**config.mk**
```make
export PLATFORM = sky130hd
export DESIGN_NAME = prog_dumper
export DESIGN_NICKNAME = d
export VERILOG_FILES = /design/src/rtl/prog_dumper_pkg.sv /design/src/rtl/prog_dumper_uart_tx.sv /design/src/rtl/prog_dumper.sv
export SDC_FILE = /design/constraint.sdc
export NUM_CORES = 1
export LEC_CHECK = 0
export ABC_AREA = 1
export BUFFER_PORTS_ARGS = -buffer_cell sky130_fd_sc_hd__buf_2
export CORE_ASPECT_RATIO = 0.7
export CORE_UTILIZATION = 56
export CTS_BUF_LIST = sky130_fd_sc_hd__clkbuf_4 sky130_fd_sc_hd__clkbuf_8
export CTS_CLUSTER_DIAMETER = 120
export DETAILED_ROUTE_END_ITERATION = 12
export PLACE_DENSITY_LB_ADDON = 0.12
export RECOVER_POWER = 50
export SETUP_SLACK_MARGIN = 0.2
export SYNTH_ARGS = -nofsm -noshare
export SYNTH_HDL_FRONTEND = slang
export SYNTH_SLANG_ARGS = --single-unit
```
**constraint.sdc**
```tcl
create_clock -name clk -period 2.4 [get_ports clk]
set_input_delay 0.24 -clock clk [delete_from_list [all_inputs] [get_ports clk]]
set_output_delay 0.24 -clock clk [all_outputs]
set_load 0.005 [all_outputs]
```
**src/rtl/prog_dumper_pkg.sv**
```systemverilog
// ---------------------------------------------------------------------------
// prog_dumper_pkg
// Shared definitions for the program dumper and its companion loader:
// sequencing state encoding, UART frame width, bus widths and the wrapping
// address increment.
// ---------------------------------------------------------------------------
package prog_dumper_pkg;

    localparam int unsigned ADR_W           = 21;
    localparam int unsigned LEN_W           = 22;
    localparam int unsigned UART_FRAME_BITS = 10;

    typedef enum logic [2:0] {
        ST_IDLE    = 3'd0,
        ST_READ    = 3'd1,
        ST_WAITCTS = 3'd2,
        ST_FRAME   = 3'd3,
        ST_SUM     = 3'd4,
        ST_FIN     = 3'd5
    } dump_state_t;

    // 0x1FFFFF rolls over to 0x000000 through the natural 21-bit wrap.
    function automatic logic [ADR_W-1:0] adr_inc(input logic [ADR_W-1:0] a);
        return a + ADR_W'(1);
    endfunction

endpackage

```
**src/rtl/prog_dumper_uart_tx.sv**
```systemverilog
// ---------------------------------------------------------------------------
// uart_tx_8n1
// UART 8N1 transmitter: start bit, 8 data bits LSB first, stop bit, each
// bit held for BAUD_DIV clk cycles.
//
// Ports:
//   clk        system clock (gbclk)
//   reset      synchronous, active-high; forces tx high and drops any frame
//   load       start a frame with data_byte (taken only while ready)
//   data_byte  byte to send
//   tx         serial line, idle high, registered
//   ready      high when idle or during the final clk of the stop bit
// ---------------------------------------------------------------------------
module uart_tx_8n1
    import prog_dumper_pkg::*;
#(
    parameter int unsigned BAUD_DIV = 36
) (
    input  logic       clk,
    input  logic       reset,
    input  logic       load,
    input  logic [7:0] data_byte,
    output logic       tx,
    output logic       ready
);

    localparam int unsigned     BAUD_W    = (BAUD_DIV > 1) ? $clog2(BAUD_DIV) : 1;
    localparam logic [BAUD_W-1:0] BAUD_LAST = BAUD_W'(BAUD_DIV - 1);
    localparam logic [3:0]      BIT_LAST  = 4'(UART_FRAME_BITS - 1);

    logic [BAUD_W-1:0] baud_cnt;
    logic [3:0]        bit_cnt;
    logic [8:0]        data_sr;
    logic              active;
    logic              baud_tc;
    logic              last_tick;

    assign baud_tc   = (baud_cnt == '0);
    // bit_cnt counts down the frame: 9 = start bit ... 0 = stop bit.
    assign last_tick = active && baud_tc && (bit_cnt == '0);
    // Ready in the final stop-bit cycle so the sequencer can leave FRAME on
    // the same edge that ends the stop bit.
    assign ready     = !active || last_tick;

    always_ff @(posedge clk) begin
        if (reset) begin
            tx       <= 1'b1;
            active   <= 1'b0;
            baud_cnt <= '0;
            bit_cnt  <= '0;
            data_sr  <= '1;
        end else if (load && ready) begin
            tx       <= 1'b0;
            active   <= 1'b1;
            baud_cnt <= BAUD_LAST;
            bit_cnt  <= BIT_LAST;
            data_sr  <= {1'b1, data_byte};
        end else if (active) begin
            if (baud_tc) begin
                baud_cnt <= BAUD_LAST;
                if (bit_cnt == '0) begin
                    active <= 1'b0;
                    tx     <= 1'b1;
                end else begin
                    // Stop bit shifts in behind the data, so it falls out last.
                    bit_cnt <= bit_cnt - 4'd1;
                    tx      <= data_sr[0];
                    data_sr <= {1'b1, data_sr[8:1]};
                end
            end else begin
                baud_cnt <= baud_cnt - BAUD_W'(1);
            end
        end
    end

endmodule

```
**src/rtl/prog_dumper.sv**
```systemverilog
// ---------------------------------------------------------------------------
// prog_dumper
// Reads a range of the 21-bit external address space while the GB core is
// held in reset and streams each byte out as UART 8N1, optionally followed
// by a mod-256 checksum byte.
//
// Ports:
//   clk        system clock (gbclk)
//   reset      synchronous, active-high; aborts any transfer
//   start      one-cycle pulse, accepted only in IDLE
//   start_adr  first address to dump
//   len        byte count, 0..2^21
//   cts        host ready; sampled only before each frame's start bit
//   adr/read   external bus address and read strobe
//   din        external bus read data
//   tx         UART TX line, idle high
//   busy       transfer in progress
//   done       one-cycle pulse after the last frame's stop bit
//
// state   | meaning
// --------+-----------------------------------------------------------
// IDLE    | waiting for start
// READ    | read held READ_LAT cycles, din captured on the last one
// WAITCTS | byte ready, waiting for the host to accept a frame
// FRAME   | UART frame in flight
// SUM     | checksum loaded as the next byte, no bus access
// FIN     | issue done, drop busy
// ---------------------------------------------------------------------------
module prog_dumper
    import prog_dumper_pkg::*;
#(
    parameter int unsigned BAUD_DIV = 36,
    parameter int unsigned READ_LAT = 2,
    parameter int unsigned SEND_SUM = 1
) (
    input  logic        clk,
    input  logic        reset,
    input  logic        start,
    input  logic [20:0] start_adr,
    input  logic [21:0] len,
    input  logic        cts,
    output logic [20:0] adr,
    output logic        read,
    input  logic [7:0]  din,
    output logic        tx,
    output logic        busy,
    output logic        done
);

    localparam logic [3:0] LAT_LAST = 4'(READ_LAT - 1);
    localparam bit         SUM_EN   = (SEND_SUM != 0);

    dump_state_t      state, state_nxt;
    logic [ADR_W-1:0] cur_adr, cur_adr_nxt;
    logic [LEN_W-1:0] remaining, remaining_nxt;
    logic [7:0]       sum, sum_nxt;
    logic [7:0]       shreg, shreg_nxt;
    logic [3:0]       lat_cnt, lat_nxt;
    logic             is_sum, is_sum_nxt;
    logic [ADR_W-1:0] adr_nxt;
    logic             read_nxt;
    logic             busy_nxt;
    logic             done_nxt;
    logic             uart_load;
    logic             tx_ready;

    always_ff @(posedge clk) begin
        if (reset) begin
            state     <= ST_IDLE;
            cur_adr   <= '0;
            remaining <= '0;
            sum       <= '0;
            shreg     <= '0;
            lat_cnt   <= '0;
            is_sum    <= 1'b0;
            adr       <= '0;
            read      <= 1'b0;
            busy      <= 1'b0;
            done      <= 1'b0;
        end else begin
            state     <= state_nxt;
            cur_adr   <= cur_adr_nxt;
            remaining <= remaining_nxt;
            sum       <= sum_nxt;
            shreg     <= shreg_nxt;
            lat_cnt   <= lat_nxt;
            is_sum    <= is_sum_nxt;
            adr       <= adr_nxt;
            read      <= read_nxt;
            busy      <= busy_nxt;
            done      <= done_nxt;
        end
    end

    // Bus outputs are registered, so read/adr are set up on the transition
    // into READ rather than from inside it.
    always_comb begin
        state_nxt     = state;
        cur_adr_nxt   = cur_adr;
        remaining_nxt = remaining;
        sum_nxt       = sum;
        shreg_nxt     = shreg;
        lat_nxt       = lat_cnt;
        is_sum_nxt    = is_sum;
        adr_nxt       = adr;
        read_nxt      = 1'b0;
        busy_nxt      = busy;
        done_nxt      = 1'b0;
        uart_load     = 1'b0;

        case (state)
            ST_IDLE: begin
                if (start) begin
                    cur_adr_nxt   = start_adr;
                    remaining_nxt = len;
                    sum_nxt       = '0;
                    is_sum_nxt    = 1'b0;
                    busy_nxt      = 1'b1;
                    if (len == '0) begin
                        state_nxt = SUM_EN ? ST_SUM : ST_FIN;
                    end else begin
                        state_nxt = ST_READ;
                        read_nxt  = 1'b1;
                        adr_nxt   = start_adr;
                        lat_nxt   = LAT_LAST;
                    end
                end
            end
            ST_READ: begin
                if (lat_cnt == '0) begin
                    shreg_nxt = din;
                    sum_nxt   = sum + din;
                    state_nxt = ST_WAITCTS;
                end else begin
                    lat_nxt  = lat_cnt - 4'd1;
                    read_nxt = 1'b1;
                end
            end
            ST_WAITCTS: begin
                if (cts) begin
                    uart_load = 1'b1;
                    state_nxt = ST_FRAME;
                end
            end
            ST_FRAME: begin
                if (tx_ready) begin
                    if (is_sum) begin
                        state_nxt = ST_FIN;
                    end else begin
                        remaining_nxt = remaining - LEN_W'(1);
                        cur_adr_nxt   = adr_inc(cur_adr);
                        if (remaining_nxt == '0) begin
                            state_nxt = SUM_EN ? ST_SUM : ST_FIN;
                        end else begin
                            state_nxt = ST_READ;
                            read_nxt  = 1'b1;
                            adr_nxt   = cur_adr_nxt;
                            lat_nxt   = LAT_LAST;
                        end
                    end
                end
            end
            ST_SUM: begin
                shreg_nxt  = sum;
                is_sum_nxt = 1'b1;
                state_nxt  = ST_WAITCTS;
            end
            ST_FIN: begin
                done_nxt  = 1'b1;
                busy_nxt  = 1'b0;
                state_nxt = ST_IDLE;
            end
            default: begin
                state_nxt = ST_IDLE;
            end
        endcase
    end

    uart_tx_8n1 #(
        .BAUD_DIV (BAUD_DIV)
    ) u_uart_tx (
        .clk       (clk),
        .reset     (reset),
        .load      (uart_load),
        .data_byte (shreg),
        .tx        (tx),
        .ready     (tx_ready)
    );

endmodule

```
==> metrics.md <==
| Metric | Value |
|---|---|
| Hold_buf cts | `0` |
| DRT Wirelength | `18,600 um` |
| Hold Path Stages | `3` |
| Compound-Gate Fraction of Synth Area | `16.0%` |
| Initial antenna violation count | `1` |
| Worst slew pin tran | `0.597 ns` |
| Post-synth EDFFs | `0` |
| DRC Markers | `0` |
| Max Cap Viol | `0` |
| Die Ht | `93.2 um` |
| DPL Wire Length | `12,100 um` |
| Clock Sinks | `111` |
| Status | `finished clean` |
| Core Region | `0.0113 mm^2` |
| Top cells by count, synth | `nand2_1 (231), nor2_1 (114), dfxtp_1 (111)` |
| Min Hold Slack | `0.0970 ns` |
| Xor and xnor area share after synthesis | `2.63%` |
| Adder-cell share of the synthesized area | `3.12%` |
| CTS buffer count | `9` |
| Crit path DAT | `2.54 ns` |
| Hold crit path type | `in -> reg` |
| Pre-CTS WS | `0.0882 ns` |
| Gr usage total | `29.0%` |
| Pwr Density | `1330 mW/mm^2` |
| Reg area | `0.00224 mm^2` |
| Placed cell area | `0.00717 mm^2` |
| Static Leak | `3.58 nW` |
| Ys flop type | `dfxtp_1` |
| Dominant cells by area after synthesis | `dfxtp_1 (33%), nand2_1 (13%), nor2_1 (6.4%)` |
| DRT Pass-1 Iters | `7` |
| Unrepaired setup endpoints after global routing | `true` |
| Req. time, crit path | `2.73 ns` |
| Root Driver | `clkbuf_8` |
| H-tree depth | `3` |
| Routed len/inst | `14.8 um` |
| Combinational family with the most area after synthesis | `simple AND/OR/NAND/NOR gates` |
| Synth Instances | `1,010` |
| Top-count cell post-synth | `nand2_1` |
| Cell Rows | `32` |
| Skew-Pair Late Insertion Delay | `0.40 ns` |
| Seq cells post-synth | `111` |
| Minimum clock period | `2.21 ns` |
| GP Congestion | `0.949` |
| Syn Nets | `1,081` |
| Post-synth top area share | `33.4%` |
| Mux cell area share after synthesis | `0.752%` |
| Crit Reg-Reg Endpoint | `adr[15]$_SDFFE_PP0P_` |
| Avg Cell Area, Syn | `6.59 um^2` |
| Crit end category | `flop` |
| CTS tree | `done` |
| Fin crit share | `92.0%` |
| Final instance area | `0.00792 mm^2` |
| Top cell type by total area after synthesis | `dfxtp_1` |
| Syn. warnings | `0` |
| Setup slack, reg-to-reg | `0.19 ns` |
| Crit Path Max Fanout | `7` |
| Startpoint types | `flop` |
| Pin count of the biggest net entering global routing | `67` |
| Io pins | `80` |
| VDD IR max | `697 uV` |
| Max_slew headroom | `59.8%` |
| Worst R2R Path Depth | `15` |
| Clk_skew | `0.0135 ns` |
| Setup TNS | `0 ns` |
| Worst-case clock buffer depth | `2` |
| First-pass GRT wire length | `28,700 um` |
| Final Hold Viols | `0` |
| Chip Width | `132 um` |
| Achievable Freq | `453 MHz` |
| Reg2reg start | `remaining[2]$_SDFFE_PP0P_` |
| Power, Total | `10.6 mW` |
| Sequential element share of the synthesized area | `33.4%` |
| CP Class | `reg -> reg` |
| Fraction of layout cells with a size suffix above 1 | `23.5%` |
| Async S/R FF share, synth | `0%` |
| Starting density of the core | `59.0%` |
| Vias after detailed routing | `6,960` |
| Setup violators final | `0` |
| Worst setup path startpoint | `remaining[2]$_SDFFE_PP0P_` |
| Setup ws final | `0.193 ns` |
| Via-per-instance ratio | `5.54` |
| DRT iter0 DRCs | `695` |
| Simple-Gate Fraction of Synth Area | `33.5%` |
| Worst-path clk slew | `0.11 ns` |
| Distinct cell type count after synthesis | `49` |
| Post-DRT Antenna Nets | `0` |
| Area of the multi-input gates | `0.00401 mm^2` |
| Worst setup path endpoint | `adr[15]$_SDFFE_PP0P_` |
| Fill count | `978` |
| Slew Limit Fails | `0` |
| Area grow syn2layout | `19.0%` |
| Die area | `0.0123 mm^2` |
| Port Buffer Count | `79` |
| Net count, final | `1,169` |
| Vias in the first global route | `5,914` |
| Synthesized area | `0.00666 mm^2` |
| Aggregate global routing overflow | `0` |
-- power by group --
part / internal, mW / switching (mW) / leakage (nW) / total, mW
logic: 2.27 / 3.86 / 2.57 / 6.13
clock network: 0.505 / 0.707 / 0.0983 / 1.21
registers: 2.55 / 0.671 / 0.919 / 3.22
total: 5.33 / 5.24 / 3.58 / 10.6
-- per-stage QoR --
step                      utilization, %  instances
final                               70.1       1257
after global routing                70.1       1256
after CTS                           66.3       1240
after detailed placement            63.5       1219
after global placement              63.5       1219
after floorplan                        -       1010
-- metal layers --
metal,global-route usage (%),vias up,part of all wire (%)
met5,0,-,0
met4,9.00,0,2.0
met3,6.56,40,9.8
met2,40.6,341,40
met1,43.5,3118,48
li1,-,3461,-
-- critical path, cell delays in order, from the launching register on --
cell	delay, ns
dfxtp_4	0.40
nor2_4	0.15
buf_12	0.12
nand2_4	0.07
inv_2	0.07
nand2_2	0.07
o21ai_1	0.13
nand2_1	0.07
inv_1	0.11
nand2_2	0.09
nor2_4	0.12
nand4_4	0.14
clkbuf_16	0.21
nand3_4	0.18
nor2_1	0.06
nor2_1	0.13
-- placed cells by master, fill, tap and decap left out, types with 24 or more instances in the layout --
cell / count
nand2_1: 210
inv_1: 104
dfxtp_1: 101
nor2_1: 95
o21ai_0: 85
a21oi_1: 71
buf_2: 69
nand3_1: 44
nand2_2: 29
nor2_2: 24
-- area by class of cell --
type,count,share of cell area (%)
Multi-Input combinational cell,733,50.6
Timing Repair Buffer,113,9.65
Inverter,128,6.11
Tap cell,153,2.42
Timing Repair inverter,2,0.190
Antenna cell,1,0.0316
Sequential cell,111,28.3
Clock inverter,7,1.15
Clock buffer,9,1.56
-- state kept, by name, indices dropped and copies added, names as in the netlist, 3 cells and up --
signal / flops
shreg: 8
sum: 8
u_uart_tx.bit_cnt: 4
state: 3
cur_adr: 21
remaining: 22
u_uart_tx.data_sr: 8
u_uart_tx.baud_cnt: 6
lat_cnt: 4
adr: 21
-- worst min-delay path by stage --
stage | startpoint | endpoint
finish | len[3] | remaining[3]$_SDFFE_PP0P_
global route | din[3] | shreg[3]$_SDFFE_PP0P_
CTS | len[3] | remaining[3]$_SDFFE_PP0P_
detailed placement | u_uart_tx.bit_cnt[1]$_SDFFE_PP0P_ | u_uart_tx.bit_cnt[1]$_SDFFE_PP0P_
global placement | is_sum$_SDFFE_PP0P_ | is_sum$_SDFFE_PP0P_
floorplan | len[3] | remaining[3]$_SDFFE_PP0P_
-- kinds of logic (layout without fill, tap and decap cells) --
kind of cell               after synthesis  count (layout)
and+or+nand+nor                        492             495
AOI/OAI and AO/OA                      197             197
buffers and inverters                  169             259
DFF                                    111             111
xor gates and xnor gates                20              20
adders and majority gates               16              16
muxes                                    5               5
other                                    0               1
-- what timing repair did --
action | in CTS | in global routing
gates resized for setup | 10 | 89
buffers inserted | 3 | 10
endpoints found under the setup margin | 23 | 78
pin swaps | 3 | 31
gates cloned | 2 | 6
Note: power is estimated with default switching activity, not from simulation.
